**src/rtl/ps2_key_tracker.sv**
```systemverilog
// ps2_key_tracker: turns the raw PS/2 scancode byte stream into registered
// held levels and one-cycle press pulses for the five game keys.
// The block tracks make, break and E0-prefixed sequences, times out a
// prefix that is never completed, and supports a synchronous clear.
module ps2_key_tracker #(
    parameter int TIMEOUT_CYCLES = 2500000
) (
    input  logic       CLOCK_50,
    input  logic       resetn,
    input  logic [7:0] received_data,
    input  logic       received_data_en,
    input  logic       clear,
    output logic       key_left,
    output logic       key_right,
    output logic       key_up,
    output logic       key_down,
    output logic       key_space,
    output logic       press_left,
    output logic       press_right,
    output logic       press_up,
    output logic       press_down,
    output logic       press_space,
    output logic       any_key,
    output logic       seq_error
);

    localparam int CNT_W = (TIMEOUT_CYCLES > 1) ? $clog2(TIMEOUT_CYCLES) : 1;
    localparam logic [CNT_W-1:0] CNT_LAST = CNT_W'(TIMEOUT_CYCLES - 1);

    typedef enum logic [1:0] {
        IDLE    = 2'd0,
        EXT     = 2'd1,
        BRK     = 2'd2,
        EXT_BRK = 2'd3
    } state_t;

    state_t           state, state_n;
    logic [CNT_W-1:0] cnt, cnt_n;
    // Flag bit order: 0 left, 1 right, 2 up, 3 down, 4 space.
    logic [4:0]       held, held_n, press;
    logic             any_q, err_q, err_n;
    logic [4:0]       arrow_mask, key_mask;
    logic             is_e0, is_f0;

    // Decode the incoming byte into the flag it addresses (arrows may be extended; space may not).
    always_comb begin
        arrow_mask = 5'b00000;
        case (received_data)
            8'h6B:   arrow_mask = 5'b00001;
            8'h74:   arrow_mask = 5'b00010;
            8'h75:   arrow_mask = 5'b00100;
            8'h72:   arrow_mask = 5'b01000;
            default: arrow_mask = 5'b00000;
        endcase
        key_mask = arrow_mask | {(received_data == 8'h29), 4'b0000};
        is_e0    = (received_data == 8'hE0);
        is_f0    = (received_data == 8'hF0);
    end

    // Next-state, held-flag and timeout logic; clear overrides everything, including a same-cycle byte.
    always_comb begin
        state_n = state;
        held_n  = held;
        cnt_n   = cnt;
        err_n   = 1'b0;
        if (clear) begin
            state_n = IDLE;
            held_n  = 5'b00000;
            cnt_n   = '0;
        end else if (received_data_en) begin
            cnt_n = '0;
            case (state)
                IDLE: begin
                    if (is_e0)      state_n = EXT;
                    else if (is_f0) state_n = BRK;
                    else            held_n  = held | key_mask;
                end
                EXT: begin
                    if (is_f0)      state_n = EXT_BRK;
                    else if (is_e0) state_n = EXT;
                    else begin
                        held_n  = held | arrow_mask;
                        state_n = IDLE;
                    end
                end
                BRK: begin
                    state_n = IDLE;
                    if (is_e0 || is_f0) err_n  = 1'b1;
                    else                held_n = held & ~key_mask;
                end
                EXT_BRK: begin
                    state_n = IDLE;
                    if (is_e0 || is_f0) err_n  = 1'b1;
                    else                held_n = held & ~arrow_mask;
                end
                default: state_n = IDLE;
            endcase
        end else if (state == IDLE) begin
            cnt_n = '0;
        end else if (cnt == CNT_LAST) begin
            // Prefix abandoned: drop it but keep whatever keys are held.
            state_n = IDLE;
            cnt_n   = '0;
            err_n   = 1'b1;
        end else begin
            cnt_n = cnt + 1'b1;
        end
    end

    // State, counter and registered outputs; press fires only on a 0->1 flag edge.
    always_ff @(posedge CLOCK_50 or negedge resetn) begin
        if (!resetn) begin
            state <= IDLE;
            cnt   <= '0;
            held  <= 5'b00000;
            press <= 5'b00000;
            any_q <= 1'b0;
            err_q <= 1'b0;
        end else begin
            state <= state_n;
            cnt   <= cnt_n;
            held  <= held_n;
            press <= held_n & ~held;
            any_q <= |held_n;
            err_q <= err_n;
        end
    end

    assign key_left    = held[0];
    assign key_right   = held[1];
    assign key_up      = held[2];
    assign key_down    = held[3];
    assign key_space   = held[4];
    assign press_left  = press[0];
    assign press_right = press[1];
    assign press_up    = press[2];
    assign press_down  = press[3];
    assign press_space = press[4];
    assign any_key     = any_q;
    assign seq_error   = err_q;

endmodule

```
**config.mk**
```make
export PLATFORM = sky130hd
export DESIGN_NAME = ps2_key_tracker
export DESIGN_NICKNAME = d
export VERILOG_FILES = /design/src/rtl/ps2_key_tracker.sv
export SDC_FILE = /design/constraint.sdc
export NUM_CORES = 1
export LEC_CHECK = 0
export CORE_AREA = 2 2 65 67
export CTS_CLUSTER_DIAMETER = 30
export CTS_CLUSTER_SIZE = 30
export DETAILED_ROUTE_END_ITERATION = 12
export DIE_AREA = 0 0 67 69
export PLACE_DENSITY = 0.71
export SYNTH_ARGS = -nofsm -noshare
export SYNTH_HDL_FRONTEND = slang
export SYNTH_SLANG_ARGS = --single-unit
```
**constraint.sdc**
```tcl
create_clock -name CLOCK_50 -period 2.54 [get_ports CLOCK_50]
set_clock_uncertainty 0.05 [all_clocks]
set_input_delay 0.254 -clock CLOCK_50 [delete_from_list [all_inputs] [get_ports CLOCK_50]]
set_output_delay 0.254 -clock CLOCK_50 [all_outputs]
set_load 0.01 [all_outputs]
```
Yosys cells after proc, flatten, opt, wreduce, memory -nomap -nowiden
Cells that the tools add are included.
{"block": "totals", "input_bits": 12, "word_cells": 64, "out_inout_bits": 12, "register_bits": 36}
{"block": "op_classes", "muxes": 29, "bitwise_logic": 9, "add_sub_neg": 1, "eq_ne": 13, "reduce_logical": 6}
{"cell": "$mux W22", "count": 4}
{"cell": "$mux W5", "count": 8}
{"cell": "$eq A8 B7 Y1 const B", "count": 4}
{"cell": "$add A22 B1 Y22 const B", "count": 1}
{"cell": "$eq A22 B22 Y1 const B", "count": 1}
{"cell": "$pmux W5 S4", "count": 1}
{"cell": "$eq A8 B8 Y1 const B", "count": 2}
{"cell": "$pmux W4 S4", "count": 1}
{"cell": "$and A5 B5 Y5", "count": 3}
{"cell": "$not A5 Y5", "count": 3}
{"cell": "$or A5 B5 Y5", "count": 3}
{"cell": "$mux W2", "count": 7}
{"cell": "$eq A8 B6 Y1 const B", "count": 1}
{"cell": "$mux W1", "count": 7}
{"cell": "$pmux W2 S3", "count": 1}
{"cell": "$reduce_or A5 Y1", "count": 1}
{"cell": "$eq A2 B2 Y1 const B", "count": 2}
{"cell": "$ne A4 B4 Y1 const B", "count": 1}
{"cell": "$ne A3 B3 Y1 const B", "count": 1}
{"cell": "$reduce_and A3 Y1", "count": 1}
{"cell": "$reduce_bool A3 Y1", "count": 1}
{"cell": "$eq A2 B1 Y1 const B", "count": 1}
{"cell": "$logic_not A2 Y1", "count": 1}
{"cell": "$reduce_or A2 Y1", "count": 1}
{"cell": "$logic_or A1 B1 Y1", "count": 1}

Logic depth before layout (Yosys ltp)
Gate-level depths: netlist of run 1.
{"block": "depth", "word_depth": 10, "depth_mapped": 6, "ltp_nobuf": 5}

Worst setup path before layout of run 1
Ideal clock, no wire load.
{"block": "synth_timing", "kind": "reg2reg", "startpoint": "register cnt[0]", "endpoint": "register cnt[20]", "synth_period_minus_slack_ns": 2.073, "setup_ns": 0.073, "arrival_time_ns": 1.950, "n_path_buf": 1, "setup_slack_ns": 0.467, "stages_incl_launch_ff": 7, "required_time_ns": 2.417, "path_cell_list": "dfrtp_1 ha_1 nand4_4 or4_1 buf_2 or4_4 a21oi_2"}
{"block": "synth_between", "elab_chain_cells": 5, "word_cells_on_any_way": 6, "classes_between": "add/sub: 1; eq/ne: 1; mux: 4"}
{"element": "start, declared", "line": "38", "rtl": "logic [CNT_W-1:0] cnt, cnt_n;"}
{"element": "start signal, assigned", "line": "121", "rtl": "cnt <= cnt_n;"}
{"element": "$add A22 B1 Y22 / $eq A22 B22 Y1 (equally long branches)", "line": "106, 100"}
{"element": "$mux W22 (*)", "line": "100", "rtl": "end else if (cnt == CNT_LAST) begin"}
{"element": "$mux W22 (*)", "line": "98", "rtl": "end else if (state == IDLE) begin"}
{"element": "$mux W22 (*)", "line": "70", "rtl": "end else if (received_data_en) begin"}
{"element": "$mux W22 (*)", "line": "66", "rtl": "if (clear) begin"}
{"element": "via cnt_n[20]", "line": "38"}
The timed path passes the listed nets; every way through them passes the cells marked *.
A chain may end at the register's enable or synchronous reset.

Final worst setup path of run 1
Same ends and word-level chain as after synthesis.

==> impl_metrics.yaml, run 1 <==
worst_setup_path:
  rr_worst_depth: 5
  r2r_end: "cnt[20]"
  worstPathMaxFanout: 8
  worst-setup-path-type: "flip-flop to flip-flop"
  worst_setup_path_start_kind: "flip-flop"
  cp.arrival_ns: 2.34
  critPathCaptureType: "flip-flop"
  cp-startpoint: "cnt[0]"
  r2r_setup_slack_ns: 0.38
  cp-endpoint: "cnt[20]"
  worstReg2RegStart: "cnt[0]"
  required_ns: 2.71
floorplan:
  fp.dieH_um: 69
  dieArea_mm2: 0.00462
  die_w_um: 67
  rows: 23
  ios: 24
  core_area_mm2: 0.00391
  initial_core_util_pct: 48.2
power_and_ir_drop:
  p_seq_share_pct: 51.6
  leakage_uw: 0.000885
  p_comb_share_pct: 4.5
  powerDensity_mw_per_mm2: 492
  clkPwrFrac_pct: 44.0
  switching_share_pct: 20.3
  p_switching_uw: 226
  cellInternalPower_uw: 886
  vdd_drop_max_mv: 0.571
synth:
  synth_top_cell_by_area: "dfrtp_1"
  synth_edf_count: 0
  async_flop_share_pct: 100
  ys_warn_count: 0
  synth.avg_cell_area_um2: 9.52
  yosysUniqueCellTypes: 40
  yosysSeqAreaShare_pct: 47.8
  synth_nets: 211
  synth_area_leaders: "dfrtp_1 (48%), nor2_1 (4.8%), xnor2_1 (4.2%), a21oi_1 (3.2%), mux2i_1 (3.2%)"
  synthDominantCellAreaShare_pct: 47.8
  synth_area_mm2: 0.00189
  postSynthCellCount: 198
  synth_ff_type: "dfrtp_1"
  ys_ff_latch: 36
timing:
  rsz0062_at_grt: "no"
  tightest_slew_ns: 0.780
  min_period_ns: 2.16
  hold_viol: 13
  maxSlewHeadroom_pct: 48.0
  timing.final.ws_setup_ns: 0.379
  finalSetupViolCount: 0
  drv_slew: 0
  setup-tns-final_ns: 0
  hold_ws_ns: -0.0141
  min_period_over_period_pct: 85.1
  fmax_mhz: 463
global_routing:
  antenna_found_initial: 0
  grt_max_degree: 37
  grt_usage_pct: 17.7
  grt_first_pass_wirelength_um: 6400
  grt_pass1_vias: 1421
  grt-ovfl-total: 0
cells_and_area:
  diodes: 0
  final_cell_mix: "dfrtp_1 (36), nor2_1 (24), clkdlybuf4s50_1 (22)"
  final_nets: 235
  final_common_cell: "dfrtp_1"
  layout-area-overhead-vs-synth_pct: 19.9
  nFillCells: 370
  layout-drive-gt1-share_pct: 7.17
detailed_routing:
  wire_per_inst_um: 13.2
  via_per_inst: 5.51
  drtIter0Drc: 75
  drtAntennaViolNets: 0
  dr_total_vias: 1505
  drt_wl_total_um: 3600
  drc: 0
  first_pass_iters: 4
clocking:
  cts_hold_buf: 0
  clock_latency_ns: 0.29
  cts_resized: 0
  cts_buffer_depth: 2
  cts_inserted_buffers: 5
  clk_pin_slew_ns: 0.07
  cts_tree: "done"
  cts_max_level: 2
  cts_sinks: 36
  root_buffer: "clkbuf_8"
  post_cts_buffers: 0
run_status:
  status: "finished, violations left"
  violations: "hold timing"
placed_design:
  numPortBuffers: 23
  hpwl_um: 2520
  place_ws_ns: 0.370
  gp_congestion: 0.843
run:
  maxCapViolCount: 0
min_path:
  worstHoldPathType: "primary input to async pin"
[flip-flops by register name, indices dropped and copies added, names as in the netlist]
name,flops
cnt,22
press,5
state,2
seq_error,1
held,5
any_key,1
[metrics by stage]
step           area, um^2  power [uW]  hold WS [ns]  utilization [%]  instances
3_5_place_dp         2150         635         0.333             55.0        265
5_1_grt              2260        1160        0.0561             57.8        273
2_1_floorplan        1890         600       -0.0916                -        198
3_3_place_gp         2150         635         0.332             55.0        265
6_report             2260        1110       -0.0141             57.8        273
4_1_cts              2260        1130        0.0177             57.8        273
[area by class of cell]
cell class / instances / area, um^2 / area share (%)
Inverter: 9 / 33.8 / 1.49
Tap cell: 50 / 62.6 / 2.77
Timing Repair Buffer: 25 / 240 / 10.6
Sequential cell: 36 / 901 / 39.8
Clock buffer: 6 / 72.6 / 3.21
Clock inverter: 2 / 35.0 / 1.55
Multi-Input combinational cell: 145 / 916 / 40.5
[cells by family after synthesis]
group / Yosys count / share of synthesized area [%]
adders and majority gates: 1 / 0.663
AOI/OAI and AO/OA: 28 / 9.22
xor gates and xnor gates: 11 / 5.11
DFF: 36 / 47.8
muxes: 6 / 3.19
and+or+nand+nor: 99 / 30.4
buffers and inverters: 17 / 3.65
[Yosys cell counts, drive strengths merged, types with 5 or more instances]
library cell	count
dfrtp	36
nor2	24
a21oi	13
nand3	11
inv	9
nand2	9
xnor2	9
or3	8
nor4	7
or4	7
mux2i	6
nor3	6
nand4	5
o21ai	5
[power by group through the flow]
stage / Combinational, uW / Sequential (uW) / Clock [uW]
2_1_floorplan: 14.5 / 585 / 0
3_3_place_gp: 50.3 / 585 / 0
3_5_place_dp: 50.2 / 585 / 0
4_1_cts: 50.6 / 574 / 502
5_1_grt: 56.3 / 573 / 526
6_report: 49.5 / 574 / 489
[how the worst min path moves through the flow]
| stage | start | endpoint | slack, ns |
|---|---|---|---|
| floorplan | resetn | any_key | -0.09 |
| global placement | resetn | press[0] | 0.33 |
| detailed placement | resetn | press[4] | 0.33 |
| CTS | resetn | press[4] | 0.02 |
| global route | resetn | held[0] | 0.06 |
| finish | resetn | press[4] | -0.01 |
[worst max-delay path, stage by stage (launching register included)]
cell     delay [ns]
dfrtp_1        0.38
ha_1           0.26
nand4_4        0.16
or4_1          0.66
or4_4          0.45
a21oi_2        0.13
[metal layers]
metal  share of wire [%]  vias to the layer above  GRT usage, %  routed length [um]
met1                  49                      700          25.4                1760
met4                0.89                        0          5.44                  32
li1                    -                      760             -                   -
met3                 5.6                        3          4.89                 203
met2                  45                       42          26.0                1600
met5                   0                        -             0                   0
No activity file was read; power rests on OpenSTA's default activity.
==> inputs of run 2 (changes only) <==
ABC_CLOCK_PERIOD_IN_PS = 2540   (was not set)
==> results of run 2 <==
Same layout as run 1: the final DEF is identical, and so are final timing and power.
==> inputs of run 3 (changes only) <==
CORE_AREA = 2 2 72 74   (was 2 2 65 67)
DIE_AREA = 0 0 74 76   (was 0 0 67 69)
PLACE_DENSITY = not set   (was 0.71)
SETUP_SLACK_MARGIN = 0.5   (was not set)
==> run 3 against run 2 <==
  * The flow still finishes with violations (hold timing)
  * Clock power grew 2%
  * Die area grew 22%
  * Clock-buffer cell count shrank 1
  * Largest power group unchanged
==> impl_metrics.yaml, run 3 (synthesis gave the netlist of run 1 again) <==
run_status:
  status: "finished, violations left"
  violations: "hold timing"
power_and_ir_drop:
  p_seq_share_pct: 51.0
  leakage_uw: 0.000933
  cellInternalPower_uw: 886
  vdd_drop_max_mv: 0.294
  p_switching_uw: 238
  clkPwrFrac_pct: 44.5
  powerDensity_mw_per_mm2: 451
  switching_share_pct: 21.2
  p_comb_share_pct: 4.5
timing:
  hold_ws_ns: -0.0119
  setup-tns-final_ns: 0
  finalSetupViolCount: 0
  hold_viol: 8
  min_period_over_period_pct: 83.1
  timing.final.ws_setup_ns: 0.429
  min_period_ns: 2.11
  fmax_mhz: 474
  rsz0062_at_grt: "yes"
  maxSlewHeadroom_pct: 46.5
  drv_slew: 0
  tightest_slew_ns: 0.803
cells_and_area:
  reg.largest.list: "cnt (22), held (5), press (5)"
  largest_register_ffs: 22
  final_common_cell: "dfrtp_1"
  nFillCells: 456
  diodes: 0
  final_cell_mix: "dfrtp_1 (35), clkdlybuf4s50_1 (22), nor2_1 (15)"
  utilization_pct: 50.7
  final_nets: 242
  layout-drive-gt1-share_pct: 20.4
  top_register: "cnt"
  multi_input_area_mm2: 0.00103
  register_area_um2: 902
  layout-area-overhead-vs-synth_pct: 32.1
detailed_routing:
  wire_per_inst_um: 14.0
  via_per_inst: 5.20
  dr_total_vias: 1559
  first_pass_iters: 4
  drtIter0Drc: 52
  drt_wl_total_um: 4210
  drc: 0
  drtAntennaViolNets: 0
global_routing:
  grt_first_pass_wirelength_um: 6650
  grt-ovfl-total: 0
  grt_max_degree: 37
  busiest_layer: "met2"
  use_met1_pct: 20.8
  met3_usage_pct: 4.37
  grt_pass1_vias: 1450
  antenna_found_initial: 0
  grt_util_met2_pct: 23.3
  grt_usage_pct: 15.0
floorplan:
  core_area_mm2: 0.00491
  initial_core_util_pct: 38.4
  dieArea_mm2: 0.00562
  rows: 26
  die_w_um: 74
  ios: 24
  fp.dieH_um: 76
min_path:
  worstHoldPathType: "primary input to async pin"
worst_setup_path:
  cp.arrival_ns: 2.23
  worst-setup-path-type: "flip-flop to flip-flop"
  worstPathMaxFanout: 5
  required_ns: 2.66
  worst_setup_path_start_kind: "flip-flop"
  worstReg2RegStart: "cnt[5]"
  cp-startpoint: "cnt[5]"
  critPathCaptureType: "flip-flop"
clocking:
  cts_inserted_buffers: 5
  clock_latency_ns: 0.29
  cts_buffer_depth: 2
  cts_max_level: 2
  cts_hold_buf: 0
  cts_sinks: 36
  clk_pin_slew_ns: 0.08
  root_buffer: "clkbuf_8"
  cts_tree: "done"
placed_design:
  hpwl_um: 2670
  place_ws_ns: 0.412
  gp_congestion: 0.809
  numPortBuffers: 23
run:
  maxCapViolCount: 0
-- run 3: through the flow --
step	instances	hold slack [ns]	total power [uW]	area [um^2]
after global routing	300	0.0577	1170	2490
after global placement	285	0.344	636	2190
after detailed placement	285	0.347	635	2190
final	300	-0.0119	1120	2490
after CTS	294	0.0271	1140	2320
after floorplan	198	-0.0916	600	1900
-- run 3: area by class of cell --
class / instances / area share [%]
Clock buffer: 5 / 2.76
Clock inverter: 3 / 1.71
Inverter: 9 / 1.36
Multi-Input combinational cell: 145 / 41.4
Sequential cell: 36 / 36.2
Tap cell: 70 / 3.52
Timing Repair Buffer: 32 / 13.1
-- run 3: per-layer routing --
metal / vias up / part of all wire (%)
met3: 4 / 4.9
met2: 30 / 49
li1: 780 / -
met1: 745 / 46
met4: 0 / 0.69
met5: - / 0
-- run 3: worst paths after layout --
check	endpoint	slack, ns	depth (start not counted)
worst max-delay path	cnt[20]	0.43	5
worst min-delay path	press[0]	-0.01	1
worst max register to register	cnt[20]	0.43	5
worst min register to register	press[0]	0.41	1
max in group asynchronous	cnt[0]	1.88	1
min in group CLOCK_50	press[0]	0.41	1
-- run 3: critical path: stages (launching register included) --
cell	delay (ns)
dfrtp_1	0.40
or3b_4	0.39
or4_4	0.57
o211ai_4	0.33
clkbuf_16	0.22
a21oi_2	0.03
-- run 3: power by group through the flow --
stage / logic [uW] / registers, uW / clock network (uW)
4_1_cts: 51.2 / 574 / 519
3_5_place_dp: 50.6 / 585 / 0
5_1_grt: 56.6 / 573 / 542
2_1_floorplan: 14.5 / 585 / 0
6_report: 50.0 / 574 / 500
3_3_place_gp: 51.2 / 585 / 0
-- run 3: timing repair --
| item | 4_1_cts | 5_1_grt |
|---|---|---|
| gates cloned | 1 | 2 |
| resized for setup | 4 | 31 |
| setup endpoints to repair | 22 | 22 |
| setup buffers | 0 | 4 |
| pin swaps | 0 | 10 |
==> edit: new RTL, config.mk and constraints of run 1 <==
Set the parameter `TIMEOUT_CYCLES` to 1250000 (it was 2500000).
--- a/src/rtl/ps2_key_tracker.sv
+++ b/src/rtl/ps2_key_tracker.sv
@@ -3,7 +3,7 @@
 // The block tracks make, break and E0-prefixed sequences, times out a
 // prefix that is never completed, and supports a synchronous clear.
 module ps2_key_tracker #(
-    parameter int TIMEOUT_CYCLES = 2500000
+    parameter int TIMEOUT_CYCLES = 1250000
 ) (
     input  logic       CLOCK_50,
     input  logic       resetn,
Formal check against the unedited RTL: no difference found for any inputs over 10 cycles, from zero or initial values and one cycle with resetn low; that may be too few to reach the edited logic, so the function may still have changed.
==> edit against run 1 <==
  * Final area decreased by 5.4%
  * Clock power increased by 22%
  * Sequential cell count shrank 1
  * Area after synthesis decreased by 9.4%
  * Setup slack got worse by 22 ps
  * Utilization shrank 3.1 points
  * Wire length up 3.8%
  * Total power increased by 8.6%
==> edit: results (changes against run 1) <==
.. list-table::
   :header-rows: 1

   * - Metric
     - Value
   * - Outcome
     - complete, no violations (was finished, violations left)
   * - Multiplexer area fraction after synthesis
     - 2.343% (was 3.185%)
   * - Setup Slack @ Placement
     - 297.7 ps (was 370.2 ps)
   * - Reported leakage power
     - 0.0008721 uW (was 0.0008849 uW)
   * - Global routing usage on met2
     - 28.60% (was 25.96%)
   * - Terminus of the critical flop-to-flop path
     - cnt[13]$_DFF_PN0_ (was cnt[20]$_DFF_PN0_)
   * - Compound-Gate Fraction of Synth Area
     - 2.416% (was 9.224%)
   * - Part of the Yosys area used for sequential elements
     - 51.24% (was 47.78%)
   * - Half-perimeter wire length after detailed placement
     - 2.748 mm (was 2.516 mm)
   * - Tightest Pin Transition
     - 678.2 ps (was 779.8 ps)
   * - Largest stage delay on the critical path
     - 750 ps (was 660 ps)
   * - Final period demand of the worst path
     - 2183 ps (was 2161 ps)
   * - FILL cells
     - 356 (was 370)
   * - Placer Congestion
     - 0.8966 (was 0.8429)
   * - DR vias
     - 1392 (was 1505)
   * - Number of detailed-route iterations in the first pass
     - 5 (was 4)
   * - Worst reg-to-reg setup slack
     - 360 ps (was 380 ps)
   * - Peak supply drop
     - 0.3145 mV (was 0.5706 mV)
   * - Met3 Use GR
     - 5.873% (was 4.894%)
   * - Internal portion of total power
     - 974.4 uW (was 886.4 uW)
   * - Depth of the worst register-to-register path
     - 6 (was 5)
   * - Crit Path Max Fanout
     - 21 (was 8)
   * - First-iteration detailed-routing DRC count
     - 63 (was 75)
   * - Worst-Skew Late Latency
     - 290 ps (about the same)
   * - Wire length of the first global-routing pass
     - 6.265 mm (was 6.403 mm)
   * - Hold WS
     - 330.9 ps (was -14.08 ps)
   * - Regs by FF count
     - cnt: 21 flops, held: 5 flops, press: 5 flops (was cnt: 22 flops, held: 5 flops, press: 5 flops)
   * - Global-route track usage on met1
     - 21.48% (was 25.37%)
   * - Fin nets
     - 211 (was 235)
   * - Fraction of final layout cells sized beyond drive strength 1
     - 7.538% (was 7.175%)
   * - Final WL
     - 3.732 mm (was 3.595 mm)
   * - XOR/XNOR Fraction of Synth Area
     - 9.736% (was 5.109%)
   * - Post-synthesis cell type count
     - 32 (was 40)
   * - Synthesized netlist net count
     - 182 (was 211)
## edit: worst max path at each step
stage / from / end / cells after the start
finish: cnt[0]$_DFF_PN0_ / cnt[13]$_DFF_PN0_ / 6
detailed placement: received_data[0] / any_key$_DFF_PN0_ / 6
global placement: received_data_en / any_key$_DFF_PN0_ / 6
CTS: cnt[0]$_DFF_PN0_ / cnt[4]$_DFF_PN0_ / 6
global route: cnt[4]$_DFF_PN0_ / cnt[4]$_DFF_PN0_ / 5
floorplan: cnt[0]$_DFF_PN0_ / cnt[10]$_DFF_PN0_ / 7
## edit: layout make-up
type / instances / area, um2 / share of cell area [%]
clock inverter: 3 / 67.56 / 3.160
multi-input combinational: 125 / 795.8 / 37.21
clock buffer: 5 / 68.82 / 3.218
inverter: 6 / 22.52 / 1.053
timing repair buffer: 25 / 245.2 / 11.47
tap: 50 / 62.56 / 2.926
sequential: 35 / 875.8 / 40.96
## edit: power groups by stage
stage                     clock [uW]  sequential, uW  combinational, uW
after floorplan                    0             569               14.2
after global placement             0             569               52.3
after detailed placement           0             569               55.1
after CTS                        609             558               55.1
after global routing             633             557               60.1
final                            596             558               54.4
## edit: logic make-up after synthesis
logic type | after synthesis
muxes | 4
DFF | 35
AOI/OAI and AO/OA | 6
adders and majority gates | 1
buffers and inverters | 9
xor gates and xnor gates | 19
and+or+nand+nor | 95
## edit: stage by stage
step                std cells  cell area [um2]
floorplan                 169             1709
global placement          241             2002
detailed placement        241             2002
CTS                       249             2138
global route              249             2138
finish                    249             2138
## edit: routing by layer
layer	wire length, um	share of wire (%)
met2	1834	49
met5	0	0
met1	1589	43
met3	204	5.5
met4	103	2.8
